## src/rtl/seq_prio_arbiter_pkg.sv

```systemverilog
// Shared types for the sequential priority arbiter.
// The optional round-robin search is enabled with the RR_PRIORITY_EN macro.
package seq_prio_arbiter_pkg;

  typedef enum logic {
    ST_IDLE  = 1'b0,
    ST_GRANT = 1'b1
  } arb_state_e;

endpackage

```

## src/rtl/seq_prio_arbiter_prio_find.sv

```systemverilog
// Combinational descending search with wrap: the first set request at or below `start` wins.
// When RR_PRIORITY_EN is undefined, the top ties `start` to N-1, which gives plain fixed priority.
module prio_find #(
  parameter int N = 8,
  localparam int W = $clog2(N)
) (
  input  logic [N-1:0] req,
  input  logic [W-1:0] start,
  output logic         found,
  output logic [W-1:0] idx
);

  // Scan from the farthest candidate to the nearest so the nearest hit is written last.
  always_comb begin
    logic [W-1:0] pos_s;
    int           p_s;
    found = 1'b0;
    idx   = '0;
    pos_s = '0;
    p_s   = 0;
    for (int k = N - 1; k >= 0; k--) begin
      p_s = int'(start) - k;
      if (p_s < 0) begin
        p_s = p_s + N;
      end else begin
        p_s = p_s;
      end
      pos_s = W'(p_s);
      if (req[pos_s]) begin
        found = 1'b1;
        idx   = pos_s;
      end else begin
        found = found;
      end
    end
  end

endmodule

```

## src/rtl/seq_prio_arbiter.sv

```systemverilog
// Registered N-way arbiter with a valid/ack grant handshake.
// Define RR_PRIORITY_EN for round-robin search; otherwise the highest set index always wins.
module seq_prio_arbiter
  import seq_prio_arbiter_pkg::*;
#(
  parameter int N = 8,
  localparam int W = $clog2(N)
) (
  input  logic         clk,
  input  logic         rst,
  input  logic [N-1:0] req,
  input  logic         gnt_ack,
  output logic         gnt_valid,
  output logic [W-1:0] gnt_idx,
  output logic [N-1:0] gnt_onehot
);

  localparam logic [W-1:0] TOP_IDX = W'(N - 1);
  localparam logic [N-1:0] ONE_HOT = N'(1);

  arb_state_e   state_q, state_d;
  logic         valid_q, valid_d;
  logic [W-1:0] idx_q, idx_d;
  logic [N-1:0] onehot_q, onehot_d;
  logic [W-1:0] start_s;
  logic         found_s;
  logic [W-1:0] win_s;
  logic         load_s;

`ifdef RR_PRIORITY_EN
  logic [W-1:0] ptr_q, ptr_d;
  logic [W-1:0] after_s;

  // On an ack edge the new winner is searched from the already-advanced pointer.
  always_comb begin
    after_s = (idx_q == '0) ? TOP_IDX : (idx_q - W'(1));
    if (state_q == ST_GRANT) begin
      start_s = after_s;
    end else begin
      start_s = ptr_q;
    end
  end
`else
  // Fixed priority: always search down from the highest index.
  always_comb begin
    start_s = TOP_IDX;
  end
`endif

  prio_find #(.N(N)) u_find (
    .req   (req),
    .start (start_s),
    .found (found_s),
    .idx   (win_s)
  );

  // Next-state and next-output logic.
  always_comb begin
    state_d  = state_q;
    valid_d  = valid_q;
    idx_d    = idx_q;
    onehot_d = onehot_q;
    load_s   = 1'b0;
`ifdef RR_PRIORITY_EN
    ptr_d    = ptr_q;
`endif
    case (state_q)
      ST_IDLE: begin
        if (found_s) begin
          load_s  = 1'b1;
          state_d = ST_GRANT;
        end else begin
          state_d = ST_IDLE;
        end
      end
      ST_GRANT: begin
        if (gnt_ack) begin
`ifdef RR_PRIORITY_EN
          ptr_d = after_s;
`endif
          if (found_s) begin
            load_s  = 1'b1;
            state_d = ST_GRANT;
          end else begin
            state_d = ST_IDLE;
          end
        end else begin
          state_d = ST_GRANT;
        end
      end
      default: begin
        state_d = ST_IDLE;
      end
    endcase

    // gnt_idx keeps its last value when the grant is dropped.
    if (load_s) begin
      valid_d  = 1'b1;
      idx_d    = win_s;
      onehot_d = ONE_HOT << win_s;
    end else if (state_d == ST_IDLE) begin
      valid_d  = 1'b0;
      onehot_d = '0;
    end else begin
      valid_d  = valid_q;
    end
  end

  // State and output registers with synchronous reset.
  always_ff @(posedge clk) begin
    if (rst) begin
      state_q  <= ST_IDLE;
      valid_q  <= 1'b0;
      idx_q    <= '0;
      onehot_q <= '0;
`ifdef RR_PRIORITY_EN
      ptr_q    <= TOP_IDX;
`endif
    end else begin
      state_q  <= state_d;
      valid_q  <= valid_d;
      idx_q    <= idx_d;
      onehot_q <= onehot_d;
`ifdef RR_PRIORITY_EN
      ptr_q    <= ptr_d;
`endif
    end
  end

  assign gnt_valid  = valid_q;
  assign gnt_idx    = idx_q;
  assign gnt_onehot = onehot_q;

endmodule
```

## config.mk

```make
export PLATFORM = sky130hd
export DESIGN_NAME = seq_prio_arbiter
export DESIGN_NICKNAME = d
export VERILOG_FILES = /design/src/rtl/seq_prio_arbiter_pkg.sv /design/src/rtl/seq_prio_arbiter_prio_find.sv /design/src/rtl/seq_prio_arbiter.sv
export SDC_FILE = /design/constraint.sdc
export NUM_CORES = 1
export LEC_CHECK = 0
export ABC_CLOCK_PERIOD_IN_PS = 3000
export CAP_MARGIN = 20
export CORE_AREA = 2 2 39 41
export CTS_CLUSTER_SIZE = 28
export DETAILED_ROUTE_END_ITERATION = 8
export DIE_AREA = 0 0 41 43
export PLACE_DENSITY = 0.78
export SLEW_MARGIN = 20
export SYNTH_ARGS = -nofsm -noshare
export SYNTH_HDL_FRONTEND = slang
export SYNTH_SLANG_ARGS = --single-unit
```

## constraint.sdc

```tcl
create_clock -name clk -period 3 [get_ports clk]
set_input_delay 0.3 -clock clk [delete_from_list [all_inputs] [get_ports clk]]
set_output_delay 0.3 -clock clk [all_outputs]
set_load 0.03 [all_outputs]
```

==> results of run 1 <==
[placed cells by master, fill, tap and decap left out, drive strengths merged, types with 3 or more instances in the layout]
cell type / n
o21ai: 3
nor3: 3
dfxtp: 13
clkbuf: 4
a21oi: 9
nand2: 6
clkdlybuf4s50: 22
nor2: 10
inv: 3
[power groups by stage]
| stage | clock, mW | sequential, mW | combinational [mW] |
|---|---|---|---|
| 6_report | 0.106 | 0.183 | 0.0718 |
| 5_1_grt | 0.121 | 0.185 | 0.0771 |
| 4_1_cts | 0.111 | 0.184 | 0.0716 |
| 3_5_place_dp | 0 | 0.188 | 0.0712 |
| 3_3_place_gp | 0 | 0.188 | 0.0706 |
| 2_1_floorplan | 0 | 0.200 | 0.0214 |
[flip-flops by register name, indices dropped and copies added, names as in the netlist]
name / cells
gnt_idx: 3
gnt_onehot: 8
gnt_valid: 1
state_q: 1
[routing by layer]
layer / global-route usage (%) / vias to the layer above
met5: 0 / -
met4: 12.00 / 0
li1: - / 283
met2: 24.69 / 20
met3: 3.141 / 4
met1: 22.62 / 267
[worst paths after layout]
path,to,depth (start not counted),slack [ns]
max reg2reg,gnt_idx[0],5,1.65
min,gnt_onehot[4],2,0.46
min reg2reg,gnt_onehot[4],2,0.46
max,gnt_onehot[5],1,1.40
[final cells by class]
type	count	share of cell area, %
multi-input combinational	46	33.03
sequential	13	31.95
timing repair buffer	23	27.96
clock buffer	4	3.226
tap	16	2.458
inverter	3	1.382
[kinds of logic after synthesis]
| logic type | after synthesis |
|---|---|
| and+or+nand+nor | 25 |
| AOI/OAI and AO/OA | 21 |
| DFF | 13 |
| buffers and inverters | 5 |
[metrics by stage]
stage	power [mW]	utilization, %	instance area [sq um]
2_1_floorplan	0.2219	-	549.3
3_3_place_gp	0.2582	56.96	788.3
3_5_place_dp	0.2588	56.96	788.3
4_1_cts	0.3658	58.86	814.5
5_1_grt	0.3830	58.86	814.5
6_report	0.3610	58.86	814.5
==> flow_summary.yaml, run 1 <==
status:
  status: "finished clean"
die:
  num_rows: 14
  ios: 23
  coreArea_sq_mm: 0.001384
  die_height_um: 43
  fp.dieArea_sq_mm: 0.001763
  start_util_pct: 39.69
  die-width_um: 41
power_and_ir_drop:
  power_leakage_nw: 0.3059
  p_int_mw: 0.2635
  sw_frac_of_total_pct: 27.02
  seqPwrFrac_pct: 50.8
  power.switching_mw: 0.09753
  power_frac_comb_pct: 19.9
  powerDensity_mw_per_mm2: 443.2
  peakVddDrop_uv: 176.2
  clockPowerShare_pct: 29.3
synthesis:
  yosysUniqueCellTypes: 25
  yosys_warnings: 0
  ys_seq_area_share_pct: 47.38
  synthMuxAreaShare_pct: 0
  synth_fp_nets: 75
  synth-xor-area-share_pct: 0
  syn_area_sq_um: 549.3
  synth_top_area_share_pct: 47.38
  yosys.area_share.simple_pct: 23.23
  synth_top_family_by_area: "compound AO/OA/AOI/OAI gates"
  synthArstFlopShare_pct: 0
  synth_area_leaders: "dfxtp_1 47%, a21oi_1 8.2%, nor2_1 6.2%, nand2_1 4.1%, o41ai_2 3.0%"
  synth.ff_latch_count: 13
  synth_flop_cell: "dfxtp_1"
  synth_adder_area_share_pct: 0
  synth_common_cells: "13 x dfxtp_1, 9 x a21oi_1, 9 x nor2_1"
  synth.avg_cell_area_sq_um: 8.582
  synth-compound-area-share_pct: 25.74
  synth-edff-count: 0
  yosysTopAreaCell: "dfxtp_1"
  synthCells: 64
  synth_most_common_cell: "dfxtp_1"
clocking:
  cts_resized: 0
  hold_buffers: 0
  cts-root-buf: "clkbuf_4"
  cts_buffer_depth: 2
  numClockSinks: 13
  post_cts_buffers: 0
  numCtsBuffers: 3
  clk_pin_slew_ns: 0.08
  htree_levels: 1
  cts_tree: "done"
  clkLatencyLatePin_ns: 0.27
grt:
  grtUsageTotal_pct: 17.37
  grt_pass1_vias: 477
  grt_max_degree: 14
  antenna_found_initial: 0
  grt_pass1_wl_um: 2090
  overflow: 0
timing:
  hold_violations: 0
  fmax_mhz: 625.9
  fin_crit_sh_pct: 53.26
  rsz0062_at_grt: "false"
  tightest_slew_ns: 0.4662
  setup_viol: 0
  tns_ns: 0
  setup_ws_ns: 1.402
  layout_min_cycle_time_ns: 1.598
  maxSlewViolCount: 0
  relSlewSlack_pct: 68.83
  timing.hold.ws_ns: 0.4574
  clock_skew_ns: 0.002213
detailed_routing:
  avgRoutedWirePerCell_um: 12.81
  top_layer_used: "met4"
  wl_met1_um: 595
  drt_iter0_markers: 20
  met3_length_um: 63
  routed_via_density: 5.467
  route.detailed.drc: 0
  route.vias.total: 574
  detail_route.wirelength_um: 1345
  met2WireLength_um: 654
  ant_nets: 0
  firstDrtPassIters: 4
finish:
  nets: 101
  num-fill-cells: 130
  multi_input_area_sq_um: 269.0
  instances_no_fill: 105
  drive_gt1_share_pct: 10.11
  areaGrowthSynthToFinish_pct: 48.29
  seqCellArea_sq_um: 260.3
  insertedDiodeCount: 0
critical_path:
  start_kind: "flip-flop"
  crit_start: "gnt_onehot[5]"
  crit_buf_inv: 1
  cp_max_fo: 2
  criticalPathCategory: "flip-flop to primary output"
  end_kind: "primary output"
  r2r_start: "state_q"
  crit_family: "buffers and inverters"
  slowest_stage: "clkdlybuf4s50_1"
  slowest_delay_ns: 0.69
  crit_chain: "clkdlybuf4s50_1"
  cp_data_arrival_time_ns: 1.30
  crit_required_ns: 2.70
placed_design:
  place_hpwl_um: 988.9
  dp_cells: 101
  port_buffers: 22
  gp_congestion: 0.7660
  post-place-ws_ns: 1.154
job:
  cap_viol_max_count: 0
min_path:
  worst_hold_path_type: "flip-flop to flip-flop"
  min_from: "gnt_onehot[4]"
No activity file was read; power rests on OpenSTA's default activity.
==> run 2: changes to the inputs <==
- ABC_CLOCK_PERIOD_IN_PS: 3000 -> 1550
- CORE_AREA: 2 2 39 41 -> not set
- CORE_MARGIN: not set -> 2
- CORE_UTILIZATION: not set -> 39
- DIE_AREA: 0 0 41 43 -> not set
- PLACE_DENSITY: 0.78 -> 0.74
- clock period: 3 -> 1.55 ns (I/O delays scaled with it)
==> flow_summary.yaml, run 2 (synthesized netlist as in run 1, its figures left out) <==
status:
  status: "finished clean"
finish:
  insertedDiodeCount: 0
  nets: 109
  largest_reg_flops: 8
  mostFrequentLayoutCells: "22 x clkdlybuf4s50_1, 13 x dfxtp_1, 9 x a21oi_1, 9 x nor2_1, 9 x buf_4"
  areaGrowthSynthToFinish_pct: 59.23
  finalInstanceArea_sq_um: 874.6
  drive_gt1_share_pct: 18.56
  num-fill-cells: 112
  mostFrequentLayoutCell: "clkdlybuf4s50_1"
critical_path:
  crit_buf_inv: 1
  crit_family: "buffers and inverters"
  start_kind: "flip-flop"
  cp_data_arrival_time_ns: 1.30
  slowest_delay_ns: 0.67
  end_kind: "primary output"
  cp_max_fo: 2
  crit_required_ns: 1.39
  criticalPathCategory: "flip-flop to primary output"
  slowest_stage: "clkdlybuf4s50_1"
  crit_chain: "clkdlybuf4s50_1"
clocking:
  htree_levels: 1
  numClockSinks: 13
  cts_resized: 0
  hold_buffers: 0
  clk_pin_slew_ns: 0.08
  cts_tree: "done"
  post_cts_buffers: 0
  numCtsBuffers: 3
  cts_buffer_depth: 2
  cts-root-buf: "clkbuf_4"
  clkLatencyLatePin_ns: 0.28
timing:
  relSlewSlack_pct: 73.72
  maxSlewViolCount: 0
  hold_violations: 0
  fmax_mhz: 687.0
  clock_skew_ns: 0.006929
  tightest_slew_ns: 0.3924
  setup_viol: 0
  layout_min_cycle_time_ns: 1.456
  rsz0062_at_grt: "false"
  fin_crit_sh_pct: 93.91
  setup_ws_ns: 0.09433
detailed_routing:
  routed_via_density: 5.009
  ant_nets: 0
  firstDrtPassIters: 4
  route.detailed.drc: 0
  avgRoutedWirePerCell_um: 11.58
  detail_route.wirelength_um: 1297
  drt_iter0_markers: 15
  route.vias.total: 561
die:
  die_height_um: 41.53
  coreArea_sq_mm: 0.001301
  num_rows: 13
  ios: 23
  die-width_um: 41.53
  fp.dieArea_sq_mm: 0.001725
  start_util_pct: 42.21
power_and_ir_drop:
  total_power_mw: 0.7113
  seqPwrFrac_pct: 49.8
  powerDensity_mw_per_mm2: 813.3
  power_frac_comb_pct: 21.4
  power_leakage_nw: 0.3480
  p_int_mw: 0.5181
  sw_frac_of_total_pct: 27.17
  power.switching_mw: 0.1932
  peakVddDrop_uv: 627.1
  clockPowerShare_pct: 28.8
placed_design:
  place_hpwl_um: 1016
  port_buffers: 22
  postPlaceCellArea_sq_um: 847.1
  post-place-ws_ns: -0.01930
  gp_congestion: 0.7445
grt:
  overflow: 0
  grt_pass1_wl_um: 2221
  grt_max_degree: 13
  grtUsageTotal_pct: 16.47
  grt_pass1_vias: 555
  antenna_found_initial: 0
job:
  cap_viol_max_count: 0
min_path:
  worst_hold_path_type: "flip-flop to flip-flop"
==> run 2: cell types whose count changed in the layout (fill, tap and decap cells not counted), sizes merged <==
cell	before	now
buf	1	9
clkbuf	4	3
clkinv	0	1
==> run 2: worst reg2reg max path, stage by stage (launching register included) <==
cell,delay [ns]
dfxtp_1,0.31
nor2b_1,0.14
a31oi_1,0.33
nor2_1,0.07
a311oi_1,0.23
==> run 2: area by class of cell <==
type,count,area [sq um],share of cell area [%]
Sequential cell,13,260.3,29.76
Multi-Input combinational cell,46,269.0,30.76
Clock buffer,3,22.52,2.575
Tap cell,15,18.77,2.146
Timing Repair Buffer,31,287.8,32.90
Clock inverter,1,5.005,0.5722
Inverter,3,11.26,1.288
==> run 2: stage by stage <==
| step | cells | setup TNS [ns] | hold WS, ns | util (%) |
|---|---|---|---|---|
| floorplan | 64 | 0 | 0.2271 | - |
| global placement | 108 | -0.002282 | 0.4406 | 65.10 |
| detailed placement | 108 | -0.02919 | 0.4479 | 65.10 |
| CTS | 112 | 0 | 0.4647 | 67.21 |
| global route | 112 | 0 | 0.4788 | 67.21 |
| finish | 112 | 0 | 0.4636 | 67.21 |
==> run 2: worst paths after layout <==
path / startpoint / end / slack [ns] / depth (start not counted)
min: gnt_onehot[5] / gnt_onehot[5] / 0.46 / 2
max: gnt_onehot[0] / gnt_onehot[0] / 0.09 / 1
max reg2reg: state_q / gnt_idx[1] / 0.38 / 4
min reg2reg: gnt_onehot[5] / gnt_onehot[5] / 0.46 / 2
==> run 2: power groups by stage <==
stage / Clock, mW / Sequential, mW / Combinational (mW)
4_1_cts: 0.215 / 0.355 / 0.152
3_5_place_dp: 0 / 0.362 / 0.152
5_1_grt: 0.223 / 0.357 / 0.164
3_3_place_gp: 0 / 0.362 / 0.151
6_report: 0.205 / 0.354 / 0.152
2_1_floorplan: 0 / 0.388 / 0.0415
==> run 2: routing by layer <==
metal  vias up  track usage (%)  share of wire [%]
met1       248            20.00                 48
met4         0            3.871                  0
li1        299                -                  -
met2        14            26.25                 47
met5         -                0                  0
met3         0            7.826                4.6
==> run 3: changes to the inputs <==
- ABC_AREA: not set -> 1
- CELL_PAD_IN_SITES_DETAIL_PLACEMENT: not set -> 0
- CELL_PAD_IN_SITES_GLOBAL_PLACEMENT: not set -> 1
- CORE_UTILIZATION: 39 -> 29
- PLACE_DENSITY: 0.74 -> not set
- PLACE_DENSITY_LB_ADDON: not set -> 0.1
==> flow_summary.yaml, run 3 <==
critical_path:
  cp_max_fo: 2
  slowest_stage: "clkdlybuf4s50_1"
  end_kind: "primary output"
  r2r-end: "gnt_idx[2]"
  start_kind: "flip-flop"
  crit_required_ns: 1.39
  r2r_start: "state_q"
  crit_buf_inv: 1
  ff2ff_path_depth: 5
  crit_chain: "clkdlybuf4s50_1"
  crit_family: "buffers and inverters"
  reg2reg_slack_ns: 0.51
  cp_data_arrival_time_ns: 1.28
  crit_start: "gnt_idx[2]"
  criticalPathCategory: "flip-flop to primary output"
  slowest_delay_ns: 0.67
status:
  status: "finished clean"
die:
  die_height_um: 50.96
  num_rows: 16
  ios: 23
  start_util_pct: 31.62
  coreArea_sq_mm: 0.002022
  die-width_um: 50.96
  fp.dieArea_sq_mm: 0.002596
detailed_routing:
  routed_via_density: 4.324
  route.detailed.drc: 0
  avgRoutedWirePerCell_um: 9.803
  route.vias.total: 614
  detail_route.wirelength_um: 1392
  drt_iter0_markers: 0
  ant_nets: 0
  firstDrtPassIters: 1
placed_design:
  postPlaceCellArea_sq_um: 897.1
  port_buffers: 22
  place_hpwl_um: 1123
  post-place-ws_ns: 0.1022
  gp_congestion: 0.7258
power_and_ir_drop:
  seqPwrFrac_pct: 49.4
  p_int_mw: 0.5163
  sw_frac_of_total_pct: 28.20
  power_leakage_nw: 0.3792
  power.switching_mw: 0.2028
  power_frac_comb_pct: 22.1
  powerDensity_mw_per_mm2: 778.7
  peakVddDrop_uv: 632.8
  clockPowerShare_pct: 28.5
timing:
  tns_ns: 0
  layout_min_cycle_time_ns: 1.440
  tightest_slew_ns: 0.3159
  relSlewSlack_pct: 78.88
  setup_ws_ns: 0.1102
  hold_violations: 0
  rsz0062_at_grt: "false"
  maxSlewViolCount: 0
  fin_crit_sh_pct: 92.89
  setup_viol: 0
  clock_skew_ns: 0.0006083
  fmax_mhz: 694.5
min_path:
  worst_hold_path.endpoint: "gnt_onehot[7]"
  holdPathStages: 2
  worst_hold_path_type: "flip-flop to flip-flop"
  min_from: "gnt_onehot[7]"
synthesis:
  synth_top_area_share_pct: 40.70
  yosysUniqueCellTypes: 17
  syn_area_sq_um: 639.4
  synth_adder_area_share_pct: 0
  synth.ff_latch_count: 13
  synth.avg_cell_area_sq_um: 7.184
  synth_top_family_by_area: "simple AND/OR/NAND/NOR gates"
  synth-compound-area-share_pct: 14.09
  synth_flop_cell: "dfxtp_1"
  synthCells: 89
  synth_common_cells: "15 x nand2_1, 15 x nor2_1, 13 x dfxtp_1"
  yosysTopAreaCell: "dfxtp_1"
  synth-edff-count: 0
  yosys.area_share.simple_pct: 35.81
  yosys_warnings: 0
  ys_seq_area_share_pct: 40.70
  synthArstFlopShare_pct: 0
  synthMuxAreaShare_pct: 0
  synth_area_leaders: "dfxtp_1 41%, nand2_1 8.8%, nor2_1 8.8%, a21oi_1 7.0%, inv_1 5.9%"
  synth_fp_nets: 100
  synth-xor-area-share_pct: 0
grt:
  grt_max_degree: 10
  grtUsageTotal_pct: 12.51
  grt_pass1_vias: 579
  grt_pass1_wl_um: 2401
  overflow: 0
  antenna_found_initial: 0
finish:
  drive_gt1_share_pct: 18.26
  nets: 127
  largest_reg_flops: 8
  areaGrowthSynthToFinish_pct: 44.42
  finalInstanceArea_sq_um: 923.4
  mostFrequentLayoutCells: "22 x clkdlybuf4s50_1, 15 x nand2_1, 15 x nor2_1, 13 x dfxtp_1, 10 x inv_1"
  insertedDiodeCount: 0
  mostFrequentLayoutCell: "clkdlybuf4s50_1"
clocking:
  cts-root-buf: "clkbuf_4"
  clk_pin_slew_ns: 0.07
  cts_resized: 0
  cts_tree: "done"
  numCtsBuffers: 3
  hold_buffers: 0
  htree_levels: 1
  post_cts_buffers: 0
  numClockSinks: 13
  cts_buffer_depth: 2
  clkLatencyLatePin_ns: 0.27
job:
  cap_viol_max_count: 0
run 3: cell type report:
type | count | area (sq um)
multi-input combinational | 60 | 319.1
sequential | 13 | 260.3
clock buffer | 4 | 26.28
tap | 27 | 33.78
timing repair buffer | 23 | 227.7
fill | 216 | 1099
inverter | 15 | 56.30
run 3: stage by stage:
step | power, mW | hold slack (ns) | std cells | utilization (%)
after floorplan | 0.4534 | 0.2979 | 89 | -
after global placement | 0.5240 | 0.4521 | 138 | 44.37
after detailed placement | 0.5240 | 0.4544 | 138 | 44.37
after CTS | 0.7354 | 0.4670 | 142 | 45.67
after global routing | 0.7680 | 0.4816 | 142 | 45.67
final | 0.7191 | 0.4635 | 142 | 45.67
run 3: worst max path at each step:
stage                      end  slack (ns)  cells after the start
finish              gnt_idx[2]        0.11                      1
global route        gnt_idx[1]        0.04                      1
CTS                 gnt_idx[2]        0.08                      1
detailed placement  gnt_idx[2]        0.10                      6
global placement    gnt_idx[2]        0.11                      8
floorplan           gnt_idx[2]        0.64                      5
run 3: kinds of logic after synthesis:
family	after synthesis
DFF	13
AOI/OAI and AO/OA	14
and+or+nand+nor	46
buffers and inverters	16
run 3: power groups by stage:
stage               clock network (mW)  logic [mW]  registers (mW)
global placement                     0       0.160           0.364
floorplan                            0      0.0636           0.390
finish                           0.205       0.159           0.356
global route                     0.236       0.174           0.358
detailed placement                   0       0.160           0.364
CTS                              0.218       0.161           0.356
run 3: per-layer routing:
metal | wire length [um] | GRT usage (%) | part of all wire, %
met5 | 0 | 0 | 0
met4 | 15 | 5.405 | 1.1
met3 | 70 | 4.678 | 5.0
met2 | 656 | 20.56 | 47
met1 | 649 | 14.41 | 47
